===== src/rtl/pdm_speaker_tx_pkg.sv =====
// Shared definitions for the PDM speaker playback path: FSM encoding and default parameters.
package pdm_speaker_tx_pkg;

  typedef enum logic [1:0] {
    IDLE  = 2'd0,
    START = 2'd1,
    RUN   = 2'd2
  } state_t;

  localparam int PCM_W_DEF      = 16;
  localparam int CLK_DIV_DEF    = 50;
  localparam int DECIM_DEF      = 64;
  localparam int FIFO_DEPTH_DEF = 8;

endpackage


===== src/rtl/pdm_speaker_tx_pcm_fifo.sv =====
// Small synchronous sample FIFO with show-ahead read; pops only from registered non-empty state.
module pcm_fifo #(
  parameter int W     = 16,
  parameter int DEPTH = 8,
  parameter int LW    = $clog2(DEPTH) + 1
) (
  input  logic          clk,
  input  logic          reset,
  input  logic [W-1:0]  din,
  input  logic          wr,
  input  logic          rd,
  output logic [W-1:0]  dout,
  output logic          full,
  output logic          empty,
  output logic [LW-1:0] level
);

  localparam int AW = $clog2(DEPTH);
  localparam logic [LW-1:0] FULL_LVL = LW'(DEPTH);

  logic [W-1:0]  mem [DEPTH];
  logic [AW-1:0] wr_ptr;
  logic [AW-1:0] rd_ptr;
  logic [LW-1:0] count;
  logic          wr_en;
  logic          rd_en;

  assign full  = (count == FULL_LVL);
  assign empty = (count == '0);
  assign level = count;
  assign wr_en = wr && !full;
  assign rd_en = rd && !empty;
  assign dout  = mem[rd_ptr];

  always_ff @(posedge clk) begin
    if (wr_en) mem[wr_ptr] <= din;
  end

  always_ff @(posedge clk) begin
    if (!reset) begin
      wr_ptr <= '0;
      rd_ptr <= '0;
      count  <= '0;
    end else begin
      if (wr_en) wr_ptr <= wr_ptr + 1'b1;
      if (rd_en) rd_ptr <= rd_ptr + 1'b1;
      count <= count + LW'(wr_en) - LW'(rd_en);
    end
  end

endmodule


===== src/rtl/pdm_speaker_tx.sv =====
// PCM-to-PDM playback: sample FIFO, bit-rate divider, first-order sigma-delta modulator and
// amplifier control FSM.
module pdm_speaker_tx
  import pdm_speaker_tx_pkg::*;
#(
  parameter int CLK_DIV    = CLK_DIV_DEF,
  parameter int PCM_W      = PCM_W_DEF,
  parameter int DECIM      = DECIM_DEF,
  parameter int FIFO_DEPTH = FIFO_DEPTH_DEF
) (
  input  logic                          clk,
  input  logic                          reset,
  input  logic                          enable,
  input  logic [PCM_W-1:0]              pcm_data,
  input  logic                          pcm_valid,
  output logic                          pcm_ready,
  output logic [$clog2(FIFO_DEPTH):0]   fifo_level,
  output logic                          mclk,
  output logic                          ampPWM,
  output logic                          ampSD,
  output logic                          underrun
);

  localparam int DW = $clog2(CLK_DIV);
  localparam int SW = $clog2(DECIM);
  localparam logic [DW-1:0] DIV_LAST = DW'(CLK_DIV - 1);
  localparam logic [DW-1:0] DIV_HALF = DW'(CLK_DIV / 2);
  localparam logic [SW-1:0] SMP_LAST = SW'(DECIM - 1);

  state_t           state;
  state_t           state_next;
  logic [DW-1:0]    div_cnt;
  logic [SW-1:0]    smp_cnt;
  logic [PCM_W-1:0] acc;
  logic [PCM_W-1:0] cur_sample;
  logic [PCM_W-1:0] u;
  logic [PCM_W-1:0] fifo_dout;
  logic             fifo_full;
  logic             fifo_empty;
  logic             bit_tick;
  logic             smp_last;
  logic             pop;

  pcm_fifo #(
    .W     (PCM_W),
    .DEPTH (FIFO_DEPTH),
    .LW    ($clog2(FIFO_DEPTH) + 1)
  ) u_fifo (
    .clk   (clk),
    .reset (reset),
    .din   (pcm_data),
    .wr    (pcm_valid),
    .rd    (pop),
    .dout  (fifo_dout),
    .full  (fifo_full),
    .empty (fifo_empty),
    .level (fifo_level)
  );

  assign pcm_ready = !fifo_full;
  assign bit_tick  = (state != IDLE) && (div_cnt == DIV_LAST);
  assign smp_last  = (smp_cnt == SMP_LAST);
  // Offset binary: flipping the sign bit maps -2^(W-1)..2^(W-1)-1 onto 0..2^W-1.
  assign u         = {~cur_sample[PCM_W-1], cur_sample[PCM_W-2:0]};
  assign pop       = enable && bit_tick && !fifo_empty &&
                     ((state == START) || ((state == RUN) && smp_last));

  always_ff @(posedge clk) begin
    if (!reset) state <= IDLE;
    else        state <= state_next;
  end

  always_comb begin
    state_next = state;
    if (!enable) begin
      state_next = IDLE;
    end else begin
      case (state)
        IDLE:    state_next = START;
        START:   if (bit_tick && !fifo_empty) state_next = RUN;
        RUN:     state_next = RUN;
        default: state_next = IDLE;
      endcase
    end
  end

  always_comb begin
    ampSD = (state == RUN);
    mclk  = (state != IDLE) && (div_cnt < DIV_HALF);
  end

  always_ff @(posedge clk) begin
    if (!reset) begin
      div_cnt    <= '0;
      smp_cnt    <= '0;
      acc        <= '0;
      cur_sample <= '0;
      ampPWM     <= 1'b0;
      underrun   <= 1'b0;
    end else begin
      underrun <= 1'b0;
      if (!enable || state == IDLE) begin
        div_cnt <= '0;
        smp_cnt <= '0;
        acc     <= '0;
        ampPWM  <= 1'b0;
      end else begin
        div_cnt <= bit_tick ? '0 : div_cnt + 1'b1;
        if (state == START && bit_tick && !fifo_empty) begin
          cur_sample <= fifo_dout;
          smp_cnt    <= '0;
          acc        <= '0;
        end
        if (state == RUN && bit_tick) begin
          {ampPWM, acc} <= {1'b0, acc} + {1'b0, u};
          smp_cnt       <= smp_last ? '0 : smp_cnt + 1'b1;
          // On an empty FIFO the current sample simply repeats.
          if (smp_last) begin
            if (!fifo_empty) cur_sample <= fifo_dout;
            else             underrun   <= 1'b1;
          end
        end
      end
    end
  end

endmodule


===== config.mk =====
export PLATFORM = sky130hd
export DESIGN_NAME = pdm_speaker_tx
export DESIGN_NICKNAME = d
export VERILOG_FILES = /design/src/rtl/pdm_speaker_tx_pkg.sv /design/src/rtl/pdm_speaker_tx_pcm_fifo.sv /design/src/rtl/pdm_speaker_tx.sv
export SDC_FILE = /design/constraint.sdc
export NUM_CORES = 1
export LEC_CHECK = 0
export CORE_UTILIZATION = 50
export DETAILED_ROUTE_END_ITERATION = 10
export GPL_TIMING_DRIVEN = 0
export PLACE_DENSITY = 0.67
export SYNTH_ARGS = -nofsm -noshare
export SYNTH_HDL_FRONTEND = slang
export SYNTH_SLANG_ARGS = --single-unit

===== constraint.sdc =====
create_clock -name clk -period 2.95 [get_ports clk]
set_input_delay 0.7375 -clock clk [delete_from_list [all_inputs] [get_ports clk]]
set_output_delay 0.7375 -clock clk [all_outputs]
set_load 0.005 [all_outputs]

==> summary.md, run 1 <==
| Metric | Value |
|---|---|
| Status | complete, no violations |
| Total clock sinks | 189 |
| Initial antenna violation count | 0 |
| Seq/Total Area, Yosys | 62.5% |
| Critical-path top delay cell | fa_1 |
| First-pass GRT wire length | 25.0 mm |
| Fillers | 1260 |
| Util after Layout | 58.9% |
| Num rows | 46 |
| Total gr overflow | 0 |
| Setup-failing EPs final | 0 |
| Clock transition at path regs | 0.07 ns |
| Most frequent cells in the layout | edfxtp_1 (128), dfxtp_1 (61), nand2_1 (44) |
| # IOs | 29 |
| Largest net degree at the start of global routing | 20 |
| P_leak | 0.00344 µW |
| GP Congestion | 0.804 |
| Critical path class | flop to flop |
| Startpoint types | flop |
| Clk_lat worst skew | 0.44 ns |
| Iteration count of the initial detailed-routing pass | 5 |
| Postcts setup bufs | 0 |
| Max FO, Critical Path | 4 |
| Die area | 0.0167 mm² |
| Crit-path max cell delay | 0.38 ns |
| Final Hold Violating Endpoints | 0 |
| Layout cells sized above 1 | around 17% |
| Max-cap viol count | 0 |
| Synth warn | 0 |
| GR peak layer | met2 |
| CTS Buf Count | 17 |
| Width of the die | 129 µm |
| Placed Area | 0.00879 mm² |
| Mapped Cells | 554 |
| Max clock buf depth | 2 |
| Primary FF master, synth | edfxtp_1 |
| Synth Register Bits | 189 |
| CTS tree | done |
| Worst path required time | 3.28 ns |
| Fraction of registers with async set/reset | 0% |
| Die Ht | 129 µm |
| Routing usage on met2 | 34.0% |
| Skew final | roughly 0.014 ns |
| CTS Hold Buffers Added | 0 |
| Met3 usage | around 4.2% |
| Crit. path cell count | 11 |
| Most common cell after layout, fill and taps aside | edfxtp_1 |
| Fmax | ~0.36 GHz |
| Worst hold path type | flop to flop |
| DR vias | 4691 |
| Crit path top cell by count | ha_1 |
| Critical Path End Type | flop |
| Post-cts sizing count | 0 |
| CP Cell Sequence | ha_1 > and3_1 > a41oi_1 > nor3b_4 > ha_1 > inv_1 > ha_1 > inv_1 > fa_1 > xnor2_1 > and2_1 |
| GRT Resource Usage Total | between 20 and 25% |
| R2R setup slack | 0.20 ns |
| Routed Antenna Nets | 0 |
| M1 GR Usage | 26.6% |
| Core Area | about 0.016 mm² |
| Worst Path Arrival | 3.07 ns |
| Initial drt markers | 272 |
| Vias in the first global route | between 4000 and 5000 |
| Initial Utilization | 51.0% |
| R2R cell count | 11 |
| CP endpoint | u_fifo.level[2]$_SDFF_PN0_ |
| # DRC | 0 |
| H-tree Lvls | 4 |
| Wirelength per Cell | approximately 19 µm |
| Clock root buffer | clkbuf_16 |
| Crit path time final | ~2.7 ns |
| WHS | 0.465 ns |
| Via density | 5.60 |
| Crit path launch | smp_cnt[0]$_SDFFE_PP0P_ |
| RR Endpoint | u_fifo.level[2]$_SDFF_PN0_ |
| IO Port Bufs | 28 |
| CP bufs+invs | 2 |
| Hpwl dp | 10.6 mm |
| CP top delay family | adder cells |
| Slew @ Worst Pin | 0.853 ns |
| NumNets Final | 663 |
| Netlist cell types | 56 |
| Post-route cell area | 0.00936 mm² |
| Max rail drop VDD | about 0.5 mV |
| PwrDens | 596 mW/mm² |
| R2r startpoint | smp_cnt[0]$_SDFFE_PP0P_ |
| Syn nets | 608 |
| Max Slew Vio Count | 0 |
| Post-Syn Area | 0.00811 mm² |
| Rel. slew slack | 43.1% |
| Final WL | between 15 and 20 mm |
| ANT cells | 0 |
| Layout area overhead | 15.5% |
| Period utilization | 93.2% |
| Number of enable flip-flop cells after synthesis | 128 |
| RSZ-0062 raised after global routing | no |
| Synth Area per Inst | 14.6 µm² |
## synthesized netlist by cell type (all sizes together) (7+ instances only)
| library cell | number | area [µm²] |
|---|---|---|
| a21oi | 21 | 105 |
| and2 | 9 | 57.6 |
| buf | 16 | 101 |
| clkbuf | 7 | 27.5 |
| dfxtp | 61 | 1220 |
| edfxtp | 128 | 3840 |
| ha | 32 | 400 |
| inv | 15 | 56.3 |
| mux2i | 19 | 190 |
| mux4 | 32 | 721 |
| nand2 | 44 | 165 |
| nand3 | 12 | 72.6 |
| nor2 | 27 | 101 |
| nor2b | 7 | 43.8 |
| o211a | 16 | 160 |
| o21ai | 17 | 85.1 |
| xnor2 | 11 | 96.3 |
| xor2 | 10 | 87.6 |
## worst min-delay path: cells and delay by family, from the launching register on
family          cells  cell delay, ns
compound gates      1            0.06
simple gates        1            0.05
flops               1            0.33
## metrics by stage
stage | total power, µW | std cells | setup TNS (ns) | setup slack (ns)
after floorplan | 3240 | 554 | 0 | 0.223
after global placement | 3400 | 798 | -97.06 | -1.46
after detailed placement | 3440 | 806 | -3.02 | -0.199
after CTS | 5630 | 838 | 0 | 0.197
after global routing | 5780 | 838 | 0 | 0.0636
final | 5580 | 838 | 0 | 0.202
## state kept, by name (all words and copies together), names as in the netlist, named ones only
signal         count
smp_cnt            6
ampPWM             1
cur_sample        16
acc               16
div_cnt            6
u_fifo.mem       128
u_fifo.rd_ptr      3
u_fifo.level       4
u_fifo.wr_ptr      3
state              2
underrun           1
## report_power, final
part           switching [µW]  internal [µW]
clock                    1080           1130
sequential               34.4           2930
combinational             221            188
total                    1340           4240
## final cells by class
class / count / area [µm²] / share of cell area (%)
flip-flops and latches: 189 / 5060 / 54.1
clock inverters: 15 / 146 / 1.56
well taps: 216 / 270 / 2.89
multi-input cells: 327 / 2880 / 30.8
repair buffers: 36 / 389 / 4.16
clock buffers: 17 / 425 / 4.54
plain buffers: 23 / 129 / 1.38
inverters: 15 / 56.3 / 0.601
## logic make-up (layout without fill, tap and decap cells)
group                    Yosys count  in the layout  synth area share [%]
multiplexers                      51             51                  11.2
adder cells (fa/ha/maj)           34             34                  5.43
XOR/XNOR                          21             21                  2.27
buffers and inverters             38            106                  2.28
AND/OR/NAND/NOR                  134            134                  8.86
flip-flops                       189            189                  62.5
AO/OA/AOI/OAI                     87             87                  7.45
## how the worst min path moves through the flow
stage | startpoint | endpoint | cells past startpoint
2_1_floorplan | acc[10]$_SDFFE_PP0P_ | acc[10]$_SDFFE_PP0P_ | 2
3_3_place_gp | acc[6]$_SDFFE_PP0P_ | acc[6]$_SDFFE_PP0P_ | 2
3_5_place_dp | acc[8]$_SDFFE_PP0P_ | acc[8]$_SDFFE_PP0P_ | 2
4_1_cts | acc[8]$_SDFFE_PP0P_ | acc[8]$_SDFFE_PP0P_ | 2
5_1_grt | acc[14]$_SDFFE_PP0P_ | acc[14]$_SDFFE_PP0P_ | 2
6_report | acc[10]$_SDFFE_PP0P_ | acc[10]$_SDFFE_PP0P_ | 2
## per-layer routing
layer | share of wire, % | wire [µm]
met5 | 0 | 0
met2 | 50 | 7800
met4 | 1.6 | 252
met1 | 44 | 6870
met3 | 3.9 | 601
Power figures use the tool's default switching activity.
==> run 2: changes to the inputs <==
- HOLD_SLACK_MARGIN: not set -> 0.08
- TNS_END_PERCENT: not set -> 100
==> results of run 2 <==
Same layout as run 1: the final DEF is identical, and so are final timing and power.
